## src/rtl/cordic_pkg.sv

```systemverilog
// Shared CORDIC / phase-tracking types and Q8.24 angle constants.
// Used by the CORDIC wrapper and by phase_unwrap_tracker.
package cordic_pkg;

  typedef logic signed [31:0] q8_24_t;

  localparam int Q_FRAC = 24;

  localparam q8_24_t PI_Q24            = 32'sh0324_3F6B;
  localparam q8_24_t TWO_PI_Q24        = 32'sh0648_7ED6;
  localparam q8_24_t HALF_PI_Q24       = 32'sh0192_1FB5;
  localparam q8_24_t THREE_HALF_PI_Q24 = 32'sh04B6_5F20;

  typedef enum logic {
    ST_IDLE  = 1'b0,
    ST_TRACK = 1'b1
  } track_state_t;

endpackage

```

## src/rtl/phase_wrap.sv

```systemverilog
// Combinational phase difference wrapped into [-pi, pi) in Q8.24.
// An exact +pi difference lands on -pi so the interval stays half-open.
module phase_wrap
  import cordic_pkg::*;
(
  input  q8_24_t theta,
  input  q8_24_t prev_theta,
  output q8_24_t delta
);

  localparam logic signed [32:0] PI_33     = 33'(PI_Q24);
  localparam logic signed [32:0] NEG_PI_33 = -33'(PI_Q24);
  localparam logic signed [32:0] TWO_PI_33 = 33'(TWO_PI_Q24);

  logic signed [32:0] diff;
  logic signed [32:0] wrapped;

  always_comb begin
    diff    = 33'(theta) - 33'(prev_theta);
    wrapped = diff;
    if (diff >= PI_33) begin
      wrapped = diff - TWO_PI_33;
    end else if (diff < NEG_PI_33) begin
      wrapped = diff + TWO_PI_33;
    end
    delta = 32'(wrapped);
  end

endmodule

```

## src/rtl/phase_unwrap_tracker.sv

```systemverilog
// Phase unwrapper / frequency estimator behind the vectoring CORDIC.
// Optional macro PHASE_ACC_SAT_EN: saturating accumulator with sticky sat_out.
module phase_unwrap_tracker
  import cordic_pkg::*;
#(
  parameter int AVG_LOG2 = 4,
  parameter int ACC_W    = 48,
  parameter int LOCK_CNT = 8
) (
  input  logic             clk,
  input  logic             reset,
  input  logic             enable_in,
  input  logic [31:0]      theta_in,
  input  logic [31:0]      mag_in,
  input  logic [31:0]      mag_thresh,
  output logic             valid_out,
  output logic [31:0]      delta_out,
  output logic [ACC_W-1:0] phase_acc_out,
  output logic             avg_valid_out,
  output logic [31:0]      avg_out,
  output logic             lock_out,
  output logic             sat_out
);

  localparam int SUM_W = 32 + AVG_LOG2 + 1;
  localparam int LCW   = $clog2(LOCK_CNT + 1);
  localparam logic [LCW-1:0] LOCK_MAX = LCW'(LOCK_CNT);

  track_state_t state_reg, state_next;

  q8_24_t                   prev_theta_reg;
  q8_24_t                   delta_wrap;
  q8_24_t                   delta_reg;
  q8_24_t                   avg_reg;
  q8_24_t                   avg_next;
  logic signed [ACC_W-1:0]  phase_acc_reg;
  logic signed [ACC_W-1:0]  acc_step;
  logic signed [SUM_W-1:0]  sum_reg;
  logic signed [SUM_W-1:0]  sum_plus;
  logic [AVG_LOG2-1:0]      avg_cnt_reg;
  logic [LCW-1:0]           lock_cnt_reg;
  logic [LCW-1:0]           lock_cnt_inc;
  logic                     valid_reg;
  logic                     avg_valid_reg;
  logic                     lock_reg;
  logic                     accept;
  logic                     squelch;
  logic                     prime;
  logic                     step;

  phase_wrap u_wrap (
    .theta      (theta_in),
    .prev_theta (prev_theta_reg),
    .delta      (delta_wrap)
  );

  always_ff @(posedge clk) begin
    if (reset) begin
      state_reg <= ST_IDLE;
    end else begin
      state_reg <= state_next;
    end
  end

  always_comb begin
    state_next = state_reg;
    if (squelch) begin
      state_next = ST_IDLE;
    end else if (accept) begin
      state_next = ST_TRACK;
    end
  end

  always_comb begin
    accept  = enable_in && ($signed(mag_in) >= $signed(mag_thresh));
    squelch = enable_in && !accept;
    prime   = accept && (state_reg == ST_IDLE);
    step    = accept && (state_reg == ST_TRACK);
  end

  always_comb begin
    sum_plus     = sum_reg + SUM_W'(delta_wrap);
    avg_next     = 32'(sum_plus >>> AVG_LOG2);
    lock_cnt_inc = (lock_cnt_reg == LOCK_MAX) ? lock_cnt_reg : lock_cnt_reg + 1'b1;
  end

`ifdef PHASE_ACC_SAT_EN
  logic signed [ACC_W:0] acc_wide;
  logic                  acc_ovf;
  logic                  sat_reg;

  // One guard bit: overflow shows up as the top two bits disagreeing.
  always_comb begin
    acc_wide = (ACC_W+1)'(phase_acc_reg) + (ACC_W+1)'(delta_wrap);
    acc_ovf  = acc_wide[ACC_W] ^ acc_wide[ACC_W-1];
    if (!acc_ovf) begin
      acc_step = acc_wide[ACC_W-1:0];
    end else if (acc_wide[ACC_W]) begin
      acc_step = {1'b1, {(ACC_W-1){1'b0}}};
    end else begin
      acc_step = {1'b0, {(ACC_W-1){1'b1}}};
    end
  end

  always_ff @(posedge clk) begin
    if (reset) begin
      sat_reg <= 1'b0;
    end else if (step && acc_ovf) begin
      sat_reg <= 1'b1;
    end
  end

  assign sat_out = sat_reg;
`else
  always_comb begin
    acc_step = phase_acc_reg + ACC_W'(delta_wrap);
  end

  assign sat_out = 1'b0;
`endif

  always_ff @(posedge clk) begin
    if (reset) begin
      prev_theta_reg <= '0;
      phase_acc_reg  <= '0;
      sum_reg        <= '0;
      avg_cnt_reg    <= '0;
      lock_cnt_reg   <= '0;
      valid_reg      <= 1'b0;
      delta_reg      <= '0;
      avg_valid_reg  <= 1'b0;
      avg_reg        <= '0;
      lock_reg       <= 1'b0;
    end else begin
      valid_reg     <= 1'b0;
      avg_valid_reg <= 1'b0;
      if (squelch) begin
        // Tracking history is untrustworthy; keep phase and last average.
        sum_reg      <= '0;
        avg_cnt_reg  <= '0;
        lock_cnt_reg <= '0;
        lock_reg     <= 1'b0;
      end else if (prime) begin
        prev_theta_reg <= theta_in;
        phase_acc_reg  <= ACC_W'($signed(theta_in));
      end else if (step) begin
        prev_theta_reg <= theta_in;
        phase_acc_reg  <= acc_step;
        valid_reg      <= 1'b1;
        delta_reg      <= delta_wrap;
        if (avg_cnt_reg == '1) begin
          avg_reg       <= avg_next;
          avg_valid_reg <= 1'b1;
          sum_reg       <= '0;
          avg_cnt_reg   <= '0;
        end else begin
          sum_reg     <= sum_plus;
          avg_cnt_reg <= avg_cnt_reg + 1'b1;
        end
        lock_cnt_reg <= lock_cnt_inc;
        lock_reg     <= (lock_cnt_inc == LOCK_MAX);
      end
    end
  end

  assign valid_out     = valid_reg;
  assign delta_out     = delta_reg;
  assign phase_acc_out = phase_acc_reg;
  assign avg_valid_out = avg_valid_reg;
  assign avg_out       = avg_reg;
  assign lock_out      = lock_reg;

endmodule

```

## config.mk

```make
export PLATFORM = sky130hd
export DESIGN_NAME = phase_unwrap_tracker
export DESIGN_NICKNAME = d
export VERILOG_FILES = /design/src/rtl/cordic_pkg.sv /design/src/rtl/phase_wrap.sv /design/src/rtl/phase_unwrap_tracker.sv
export SDC_FILE = /design/constraint.sdc
export NUM_CORES = 1
export LEC_CHECK = 0
export CORE_MARGIN = 2
export CORE_UTILIZATION = 25
export CTS_CLUSTER_SIZE = 12
export DETAILED_ROUTE_END_ITERATION = 16
export HOLD_SLACK_MARGIN = 0.15
export SLEW_MARGIN = 20
export SYNTH_ARGS = -nofsm -noshare
export SYNTH_HDL_FRONTEND = slang
export SYNTH_HIERARCHICAL = 1
export SYNTH_SLANG_ARGS = --single-unit
```

## constraint.sdc

```tcl
create_clock -name clk -period 11.4 [get_ports clk]
set_clock_uncertainty 0.2 [all_clocks]
set_input_delay 2.28 -clock clk [delete_from_list [all_inputs] [get_ports clk]]
set_output_delay 2.28 -clock clk [all_outputs]
set_load 0.03 [all_outputs]
```

==> results of run 1 <==
metal layers:
metal	up-vias	global-route usage	share of wire
met4	0	0.0377	0.016
met1	7645	0.231	0.48
met3	43	0.0297	0.065
met5	-	0	0
li1	8242	-	-
met2	509	0.262	0.44
cells by family after synthesis:
group,share of synthesized area
mux,0.0163
other cells,0.000231
buf+inv,0.0550
xor+xnor,0.0642
fa+ha+maj,0.122
simple gates,0.215
compound gates,0.290
flops,0.237
worst max-delay path, cell delays in order:
cell and delay (ns):
sky130_fd_sc_hd__clkdlybuf4s50_1 0.44, sky130_fd_sc_hd__inv_1 0.08, sky130_fd_sc_hd__ha_1 0.19, sky130_fd_sc_hd__inv_1 0.06
sky130_fd_sc_hd__fa_1 0.42, sky130_fd_sc_hd__a211oi_2 0.32, sky130_fd_sc_hd__o31ai_2 0.19, sky130_fd_sc_hd__a21oi_1 0.41
sky130_fd_sc_hd__o21ai_0 0.19, sky130_fd_sc_hd__xnor2_1 0.47, sky130_fd_sc_hd__nand3_1 0.22, sky130_fd_sc_hd__o31a_1 0.33
sky130_fd_sc_hd__o41ai_1 0.78, sky130_fd_sc_hd__a21oi_1 0.44, sky130_fd_sc_hd__a2bb2oi_1 0.29, sky130_fd_sc_hd__xnor2_1 0.31
sky130_fd_sc_hd__ha_1 0.39, sky130_fd_sc_hd__a2111oi_0 0.41, sky130_fd_sc_hd__o21ai_0 0.20, sky130_fd_sc_hd__o2111ai_1 0.23
sky130_fd_sc_hd__and3_1 0.34, sky130_fd_sc_hd__o21bai_1 0.09, sky130_fd_sc_hd__a21oi_1 0.24, sky130_fd_sc_hd__o21ai_0 0.19
sky130_fd_sc_hd__a31oi_1 0.24, sky130_fd_sc_hd__mux2_2 0.35, sky130_fd_sc_hd__a21oi_1 0.11
metrics by stage:
step / setup slack [ns] / instances / util / power (mW)
final: 1.37 / 3207 / 0.306 / 3.32
after global routing: 0.679 / 3207 / 0.306 / 3.57
after detailed placement: 1.02 / 3175 / 0.297 / 2.68
after CTS: 1.53 / 3207 / 0.306 / 3.32
after floorplan: 1.80 / 2195 / - / 2.17
after global placement: 1.16 / 3175 / 0.297 / 2.69
worst min path at each step:
stage | from | endpoint | slack [ns] | cells after the start
after floorplan | sum_reg[0]$_SDFFE_PP0P_ | sum_reg[0]$_SDFFE_PP0P_ | 0.24 | 2
after global placement | avg_out[12]$_SDFFE_PP0P_ | avg_out[12]$_SDFFE_PP0P_ | 0.24 | 2
after detailed placement | prev_theta_reg[7]$_SDFFE_PP0P_ | prev_theta_reg[7]$_SDFFE_PP0P_ | 0.25 | 2
after CTS | prev_theta_reg[7]$_SDFFE_PP0P_ | prev_theta_reg[7]$_SDFFE_PP0P_ | 0.26 | 2
after global routing | prev_theta_reg[7]$_SDFFE_PP0P_ | prev_theta_reg[7]$_SDFFE_PP0P_ | 0.27 | 2
final | prev_theta_reg[1]$_SDFFE_PP0P_ | prev_theta_reg[1]$_SDFFE_PP0P_ | 0.25 | 2
power breakdown:
group | internal [mW] | leakage (nW) | switching (mW) | total [mW]
Clock | 0.310 | 0.271 | 0.314 | 0.624
Combinational | 0.729 | 5.93 | 1.21 | 1.94
Sequential | 0.714 | 1.56 | 0.0440 | 0.758
cell type report:
cell class / instances / area (sq um)
Fill cell: 6944 / 44600
Inverter: 110 / 413
Tap cell: 855 / 1070
Sequential cell: 192 / 3840
Clock inverter: 14 / 149
Clock buffer: 18 / 429
Multi-Input combinational cell: 1785 / 11500
Timing Repair Buffer: 233 / 2280
placed cells by master, fill, tap and decap left out, types with 47 or more instances in the layout:
cell type and instances:
sky130_fd_sc_hd__nand2_1 333, sky130_fd_sc_hd__a21oi_1 285, sky130_fd_sc_hd__clkdlybuf4s50_1 212, sky130_fd_sc_hd__dfxtp_1 191, sky130_fd_sc_hd__ha_1 154, sky130_fd_sc_hd__nor2_1 142, sky130_fd_sc_hd__inv_1 109, sky130_fd_sc_hd__o21ai_0 95
sky130_fd_sc_hd__xnor2_1 72, sky130_fd_sc_hd__a21o_1 70, sky130_fd_sc_hd__nand3_1 57, sky130_fd_sc_hd__xor2_1 47
==> run_summary.xml, run 1 <==
<?xml version="1.0" encoding="UTF-8"?>
<metrics>
  <group name="outcome">
    <metric name="run_status" unit="">finished clean</metric>
  </group>
  <group name="worst_hold_path">
    <metric name="timing.hold.worst.class" unit="">reg2reg</metric>
  </group>
  <group name="routing">
    <metric name="detail_route.wirelength" unit="um">56400</metric>
    <metric name="number_of_iterations_in_the_first_detailed_routing_pass" unit="">6</metric>
    <metric name="detailedRoute.firstIterationViolations" unit="">1266</metric>
    <metric name="final_antenna_net_count" unit="">0</metric>
    <metric name="viasPerCell" unit="">5.13</metric>
    <metric name="drt-wirelength-per-cell" unit="um">17.6</metric>
    <metric name="detailroute.via_count" unit="">16400</metric>
    <metric name="drc_errors" unit="">0</metric>
  </group>
  <group name="yosys">
    <metric name="async_flop_share" unit="">0</metric>
    <metric name="synth_top_cells_by_count" unit="">333 x sky130_fd_sc_hd__nand2_1, 285 x sky130_fd_sc_hd__a21oi_1, 192 x sky130_fd_sc_hd__dfxtp_1</metric>
    <metric name="postSynth.topFlopCell" unit="">sky130_fd_sc_hd__dfxtp_1</metric>
    <metric name="synth.yosys.warnings" unit="">6</metric>
    <metric name="synthMostInstantiatedCell" unit="">sky130_fd_sc_hd__nand2_1</metric>
    <metric name="synth_nets" unit="">2451</metric>
    <metric name="yosys.area.top_type" unit="">sky130_fd_sc_hd__dfxtp_1</metric>
    <metric name="ys_ff_latch" unit="">192</metric>
    <metric name="syn-cell-area" unit="sq um">16200</metric>
    <metric name="ys_top_cells_by_area" unit="">sky130_fd_sc_hd__dfxtp_1 24%, sky130_fd_sc_hd__ha_1 12%, sky130_fd_sc_hd__a21oi_1 8.8%</metric>
    <metric name="edff_count_synth" unit="">0</metric>
    <metric name="fraction_of_post_synthesis_cell_area_in_the_top_cell_type_by_area" unit="">0.237</metric>
    <metric name="synth_cells" unit="">2195</metric>
    <metric name="ys_types" unit="">99</metric>
    <metric name="synth_sequential_area_ratio" unit="">0.237</metric>
    <metric name="syn_avg_cell_area" unit="sq um">7.39</metric>
  </group>
  <group name="die">
    <metric name="full_die_area" unit="sq um">67000</metric>
    <metric name="floorplan.initialDensity" unit="">0.252</metric>
    <metric name="floorplan.core_area" unit="sq um">64300</metric>
    <metric name="rows" unit="">93</metric>
    <metric name="die_height" unit="um">259</metric>
    <metric name="die_width" unit="um">259</metric>
    <metric name="boundaryPins" unit="">215</metric>
  </group>
  <group name="cells_and_area">
    <metric name="largest_register_ffs" unit="">48</metric>
    <metric name="antennaDiodeCount" unit="">0</metric>
    <metric name="layout-drive-gt1-share" unit="">0.0455</metric>
    <metric name="area_growth" unit="%">21.4</metric>
    <metric name="nets" unit="">2595</metric>
    <metric name="post_route_cell_area" unit="sq um">19700</metric>
  </group>
  <group name="clock_tree">
    <metric name="clock_sinks" unit="">192</metric>
    <metric name="cts_inserted_buffers" unit="">17</metric>
    <metric name="cts.clk_slew.worst_paths" unit="ns">0.07</metric>
    <metric name="tritoncts_clock_tree" unit="">yes</metric>
    <metric name="cts_resized" unit="">0</metric>
    <metric name="cts.path.max_buffers" unit="">2</metric>
    <metric name="cts_post_setup_buffers_inserted" unit="">0</metric>
    <metric name="cts.htree.levels" unit="">4</metric>
    <metric name="cts_hold_repair_buffers" unit="">0</metric>
    <metric name="skew_pair_late_insertion_delay" unit="ns">0.48</metric>
    <metric name="clk_root_buffer_cell" unit="">sky130_fd_sc_hd__clkbuf_16</metric>
  </group>
  <group name="critical_path">
    <metric name="worstSetupPathType" unit="">in2reg</metric>
    <metric name="worstReg2RegEnd" unit="">phase_acc_out[22]$_SDFFE_PP0P_</metric>
    <metric name="worst-endpoint-arrival" unit="ns">10.23</metric>
    <metric name="reg2reg_depth" unit="">25</metric>
    <metric name="regToRegSetupSlack" unit="ns">3.36</metric>
    <metric name="cp.required" unit="ns">11.60</metric>
    <metric name="crit_path_end" unit="">phase_acc_out[22]$_SDFFE_PP0P_</metric>
    <metric name="critPathCaptureType" unit="">register</metric>
    <metric name="crit_fanout" unit="">7</metric>
    <metric name="critPathLaunchType" unit="">input pin</metric>
    <metric name="crit_path_start" unit="">theta_in[0]</metric>
    <metric name="crit_reg_reg_startpoint" unit="">prev_theta_reg[0]$_SDFFE_PP0P_</metric>
  </group>
  <group name="sta">
    <metric name="hold_violations" unit="">0</metric>
    <metric name="min_period" unit="ns">10.03</metric>
    <metric name="relSlewSlack" unit="">0.384</metric>
    <metric name="unrepaired_setup_endpoints_after_global_routing" unit="">false</metric>
    <metric name="min_period_over_period" unit="">0.880</metric>
    <metric name="final_max_slew_viol_count" unit="">0</metric>
    <metric name="tns" unit="ns">0</metric>
    <metric name="setup_viol" unit="">0</metric>
    <metric name="worst_hold_slack" unit="ns">0.254</metric>
    <metric name="fmax" unit="GHz">0.0997</metric>
    <metric name="worst_slew_pin_slew" unit="ns">0.918</metric>
  </group>
  <group name="grt">
    <metric name="grt_pass1_wl" unit="um">87900</metric>
    <metric name="track_usage" unit="">0.165</metric>
    <metric name="via_count_of_the_first_global_routing_pass" unit="">15200</metric>
    <metric name="pin_count_of_the_biggest_net_entering_global_routing" unit="">65</metric>
    <metric name="grt_remaining_overflow" unit="">0</metric>
    <metric name="antenna_found_initial" unit="">0</metric>
  </group>
  <group name="power">
    <metric name="vdd_drop_max" unit="mV">0.123</metric>
    <metric name="pwr_density_cell" unit="nW/um^2">169</metric>
    <metric name="cellLeakagePower" unit="nW">7.77</metric>
  </group>
  <group name="placed_design">
    <metric name="port-buffer-count" unit="">213</metric>
    <metric name="postPlaceCellArea" unit="sq um">19100</metric>
    <metric name="hpwlAfterDp" unit="um">43800</metric>
    <metric name="place.gp.congestion" unit="">0.907</metric>
  </group>
  <group name="job">
    <metric name="maxCapViolations" unit="">0</metric>
  </group>
</metrics>
Power figures use the tool's default switching activity.
==> inputs of run 2 (changes only) <==
Settings changed: CTS_BUF_LIST set to sky130_fd_sc_hd__clkbuf_2 sky130_fd_sc_hd__clkbuf_4 sky130_fd_sc_hd__clkbuf_8.
==> run_summary.xml, run 2 (synthesis gave the netlist of run 1 again) <==
<?xml version="1.0" encoding="UTF-8"?>
<metrics>
  <group name="outcome">
    <metric name="run_status" unit="">finished clean</metric>
  </group>
  <group name="routing">
    <metric name="final_antenna_net_count" unit="">0</metric>
    <metric name="number_of_iterations_in_the_first_detailed_routing_pass" unit="">6</metric>
    <metric name="viasPerCell" unit="">5.10</metric>
    <metric name="drc_errors" unit="">0</metric>
    <metric name="detail_route.wirelength" unit="um">56400</metric>
    <metric name="drt-wirelength-per-cell" unit="um">17.6</metric>
    <metric name="detailedRoute.firstIterationViolations" unit="">1250</metric>
    <metric name="detailroute.via_count" unit="">16400</metric>
  </group>
  <group name="critical_path">
    <metric name="critPathLaunchType" unit="">input pin</metric>
    <metric name="crit_top_cell" unit="">sky130_fd_sc_hd__a21oi_1</metric>
    <metric name="cp.required" unit="ns">11.66</metric>
    <metric name="reg2reg_depth" unit="">25</metric>
    <metric name="cp.buffers_inverters" unit="">3</metric>
    <metric name="critPathCaptureType" unit="">register</metric>
    <metric name="worstSetupPathType" unit="">in2reg</metric>
    <metric name="regToRegSetupSlack" unit="ns">3.30</metric>
    <metric name="critical-path-max-stage-delay" unit="ns">0.81</metric>
    <metric name="worstReg2RegEnd" unit="">phase_acc_out[22]$_SDFFE_PP0P_</metric>
    <metric name="worst-endpoint-arrival" unit="ns">10.29</metric>
    <metric name="crit_fanout" unit="">7</metric>
    <metric name="path_delay_family" unit="">compound AO/OA/AOI/OAI gates</metric>
    <metric name="slowest_stage" unit="">sky130_fd_sc_hd__o41ai_1</metric>
    <metric name="crit_reg_reg_startpoint" unit="">prev_theta_reg[0]$_SDFFE_PP0P_</metric>
  </group>
  <group name="worst_hold_path">
    <metric name="timing.hold.worst_path_depth" unit="">2</metric>
    <metric name="timing.hold.worst.class" unit="">reg2reg</metric>
    <metric name="min_from" unit="">prev_theta_reg[1]$_SDFFE_PP0P_</metric>
    <metric name="min_to" unit="">prev_theta_reg[1]$_SDFFE_PP0P_</metric>
  </group>
  <group name="sta">
    <metric name="final_max_slew_viol_count" unit="">0</metric>
    <metric name="hold_violations" unit="">0</metric>
    <metric name="worst_slew_pin_slew" unit="ns">0.949</metric>
    <metric name="tns" unit="ns">0</metric>
    <metric name="min_period_over_period" unit="">0.880</metric>
    <metric name="relSlewSlack" unit="">0.363</metric>
    <metric name="fmax" unit="GHz">0.0997</metric>
    <metric name="unrepaired_setup_endpoints_after_global_routing" unit="">false</metric>
    <metric name="setup_viol" unit="">0</metric>
    <metric name="min_period" unit="ns">10.03</metric>
  </group>
  <group name="clock_tree">
    <metric name="cts.htree.levels" unit="">4</metric>
    <metric name="cts_post_setup_buffers_inserted" unit="">0</metric>
    <metric name="clock_sinks" unit="">192</metric>
    <metric name="cts.clk_slew.worst_paths" unit="ns">0.10</metric>
    <metric name="skew_pair_late_insertion_delay" unit="ns">0.53</metric>
    <metric name="cts_hold_repair_buffers" unit="">0</metric>
    <metric name="cts.path.max_buffers" unit="">2</metric>
    <metric name="cts_resized" unit="">0</metric>
    <metric name="clk_root_buffer_cell" unit="">sky130_fd_sc_hd__clkbuf_8</metric>
    <metric name="tritoncts_clock_tree" unit="">yes</metric>
    <metric name="cts_inserted_buffers" unit="">17</metric>
  </group>
  <group name="grt">
    <metric name="grt_remaining_overflow" unit="">0</metric>
    <metric name="grt.busiest_layer" unit="">met2</metric>
    <metric name="pin_count_of_the_biggest_net_entering_global_routing" unit="">65</metric>
    <metric name="use_met2" unit="">0.261</metric>
    <metric name="grt_pass1_wl" unit="um">87700</metric>
    <metric name="track_usage" unit="">0.165</metric>
    <metric name="antenna_found_initial" unit="">0</metric>
    <metric name="met3_resource_use_gr" unit="">0.0301</metric>
    <metric name="met1_use_gr" unit="">0.231</metric>
    <metric name="via_count_of_the_first_global_routing_pass" unit="">15200</metric>
  </group>
  <group name="die">
    <metric name="full_die_area" unit="sq um">67000</metric>
    <metric name="floorplan.initialDensity" unit="">0.252</metric>
    <metric name="rows" unit="">93</metric>
    <metric name="die_height" unit="um">259</metric>
    <metric name="floorplan.core_area" unit="sq um">64300</metric>
    <metric name="boundaryPins" unit="">215</metric>
    <metric name="die_width" unit="um">259</metric>
  </group>
  <group name="placed_design">
    <metric name="postPlaceCellArea" unit="sq um">19100</metric>
    <metric name="port-buffer-count" unit="">213</metric>
    <metric name="hpwlAfterDp" unit="um">43800</metric>
    <metric name="place.detailed.instances" unit="">3175</metric>
    <metric name="place.gp.congestion" unit="">0.907</metric>
  </group>
  <group name="power">
    <metric name="vdd_drop_max" unit="mV">0.103</metric>
    <metric name="pwr_density_cell" unit="nW/um^2">163</metric>
    <metric name="cellLeakagePower" unit="nW">7.68</metric>
  </group>
  <group name="cells_and_area">
    <metric name="largest_register_ffs" unit="">48</metric>
    <metric name="layout_common_cells" unit="">333 x sky130_fd_sc_hd__nand2_1, 285 x sky130_fd_sc_hd__a21oi_1, 212 x sky130_fd_sc_hd__clkdlybuf4s50_1</metric>
    <metric name="area_growth" unit="%">20.3</metric>
    <metric name="instances_no_fill" unit="">3207</metric>
    <metric name="layout-drive-gt1-share" unit="">0.0459</metric>
    <metric name="post_route_cell_area" unit="sq um">19500</metric>
    <metric name="layout_commonest_cell" unit="">sky130_fd_sc_hd__nand2_1</metric>
    <metric name="antennaDiodeCount" unit="">0</metric>
    <metric name="nets" unit="">2595</metric>
  </group>
  <group name="job">
    <metric name="maxCapViolations" unit="">0</metric>
  </group>
</metrics>
==> run 2: cell counts in the layout (fill, tap and decap cells not counted) <==
Identical to the previous run, type by type.
==> run 2: how the worst max path moves through the flow <==
stage / endpoint / startpoint / cells after the start / slack (ns)
floorplan: phase_acc_out[47]$_SDFFE_PP0P_ / theta_in[16] / 25 / 1.80
global placement: phase_acc_out[22]$_SDFFE_PP0P_ / theta_in[0] / 27 / 1.16
detailed placement: phase_acc_out[22]$_SDFFE_PP0P_ / theta_in[0] / 27 / 1.02
CTS: phase_acc_out[22]$_SDFFE_PP0P_ / theta_in[0] / 27 / 1.60
global route: phase_acc_out[22]$_SDFFE_PP0P_ / theta_in[0] / 27 / 0.78
finish: phase_acc_out[22]$_SDFFE_PP0P_ / theta_in[0] / 27 / 1.37
==> run 2: worst register-to-register path, stage by stage, from the launching register on <==
cell,delay (ns)
sky130_fd_sc_hd__dfxtp_1,0.35
sky130_fd_sc_hd__ha_1,0.19
sky130_fd_sc_hd__inv_1,0.06
sky130_fd_sc_hd__fa_1,0.42
sky130_fd_sc_hd__a211oi_2,0.32
sky130_fd_sc_hd__o31ai_2,0.19
sky130_fd_sc_hd__a21oi_1,0.40
sky130_fd_sc_hd__o21ai_0,0.19
sky130_fd_sc_hd__xnor2_1,0.46
sky130_fd_sc_hd__nand3_1,0.22
sky130_fd_sc_hd__o31a_1,0.33
sky130_fd_sc_hd__o41ai_1,0.81
sky130_fd_sc_hd__a21oi_1,0.45
sky130_fd_sc_hd__a2bb2oi_1,0.29
sky130_fd_sc_hd__xnor2_1,0.31
sky130_fd_sc_hd__ha_1,0.40
sky130_fd_sc_hd__a2111oi_0,0.44
sky130_fd_sc_hd__o21ai_0,0.20
sky130_fd_sc_hd__o2111ai_1,0.22
sky130_fd_sc_hd__and3_1,0.35
sky130_fd_sc_hd__o21bai_1,0.10
sky130_fd_sc_hd__a21oi_1,0.24
sky130_fd_sc_hd__o21ai_0,0.19
sky130_fd_sc_hd__a31oi_1,0.25
sky130_fd_sc_hd__mux2_2,0.35
sky130_fd_sc_hd__a21oi_1,0.11
==> run 2: where the power goes <==
part	internal, mW	switching, mW
Clock	0.183	0.294
Sequential	0.714	0.0441
Combinational	0.729	1.21
==> run 2: cell type report <==
type / instances / area (sq um)
Clock buffer: 18 / 241
Inverter: 110 / 413
Tap cell: 855 / 1070
Timing Repair Buffer: 233 / 2280
Multi-Input combinational cell: 1785 / 11500
Clock inverter: 14 / 149
Fill cell: 6960 / 44800
Sequential cell: 192 / 3840
==> run 2: per-stage QoR <==
| stage | hold WS, ns | util | power, mW | worst slack, ns |
|---|---|---|---|---|
| 3_3_place_gp | 0.244 | 0.297 | 2.69 | 1.16 |
| 5_1_grt | 0.280 | 0.303 | 3.42 | 0.780 |
| 3_5_place_dp | 0.247 | 0.297 | 2.68 | 1.02 |
| 2_1_floorplan | 0.236 | - | 2.17 | 1.80 |
| 6_report | 0.258 | 0.303 | 3.18 | 1.37 |
| 4_1_cts | 0.262 | 0.303 | 3.17 | 1.60 |
==> run 2: layer usage <==
| layer | part of all wire | vias up |
|---|---|---|
| met2 | 0.44 | 509 |
| met3 | 0.067 | 43 |
| li1 | - | 8230 |
| met1 | 0.48 | 7577 |
| met4 | 0.017 | 0 |
| met5 | 0 | - |
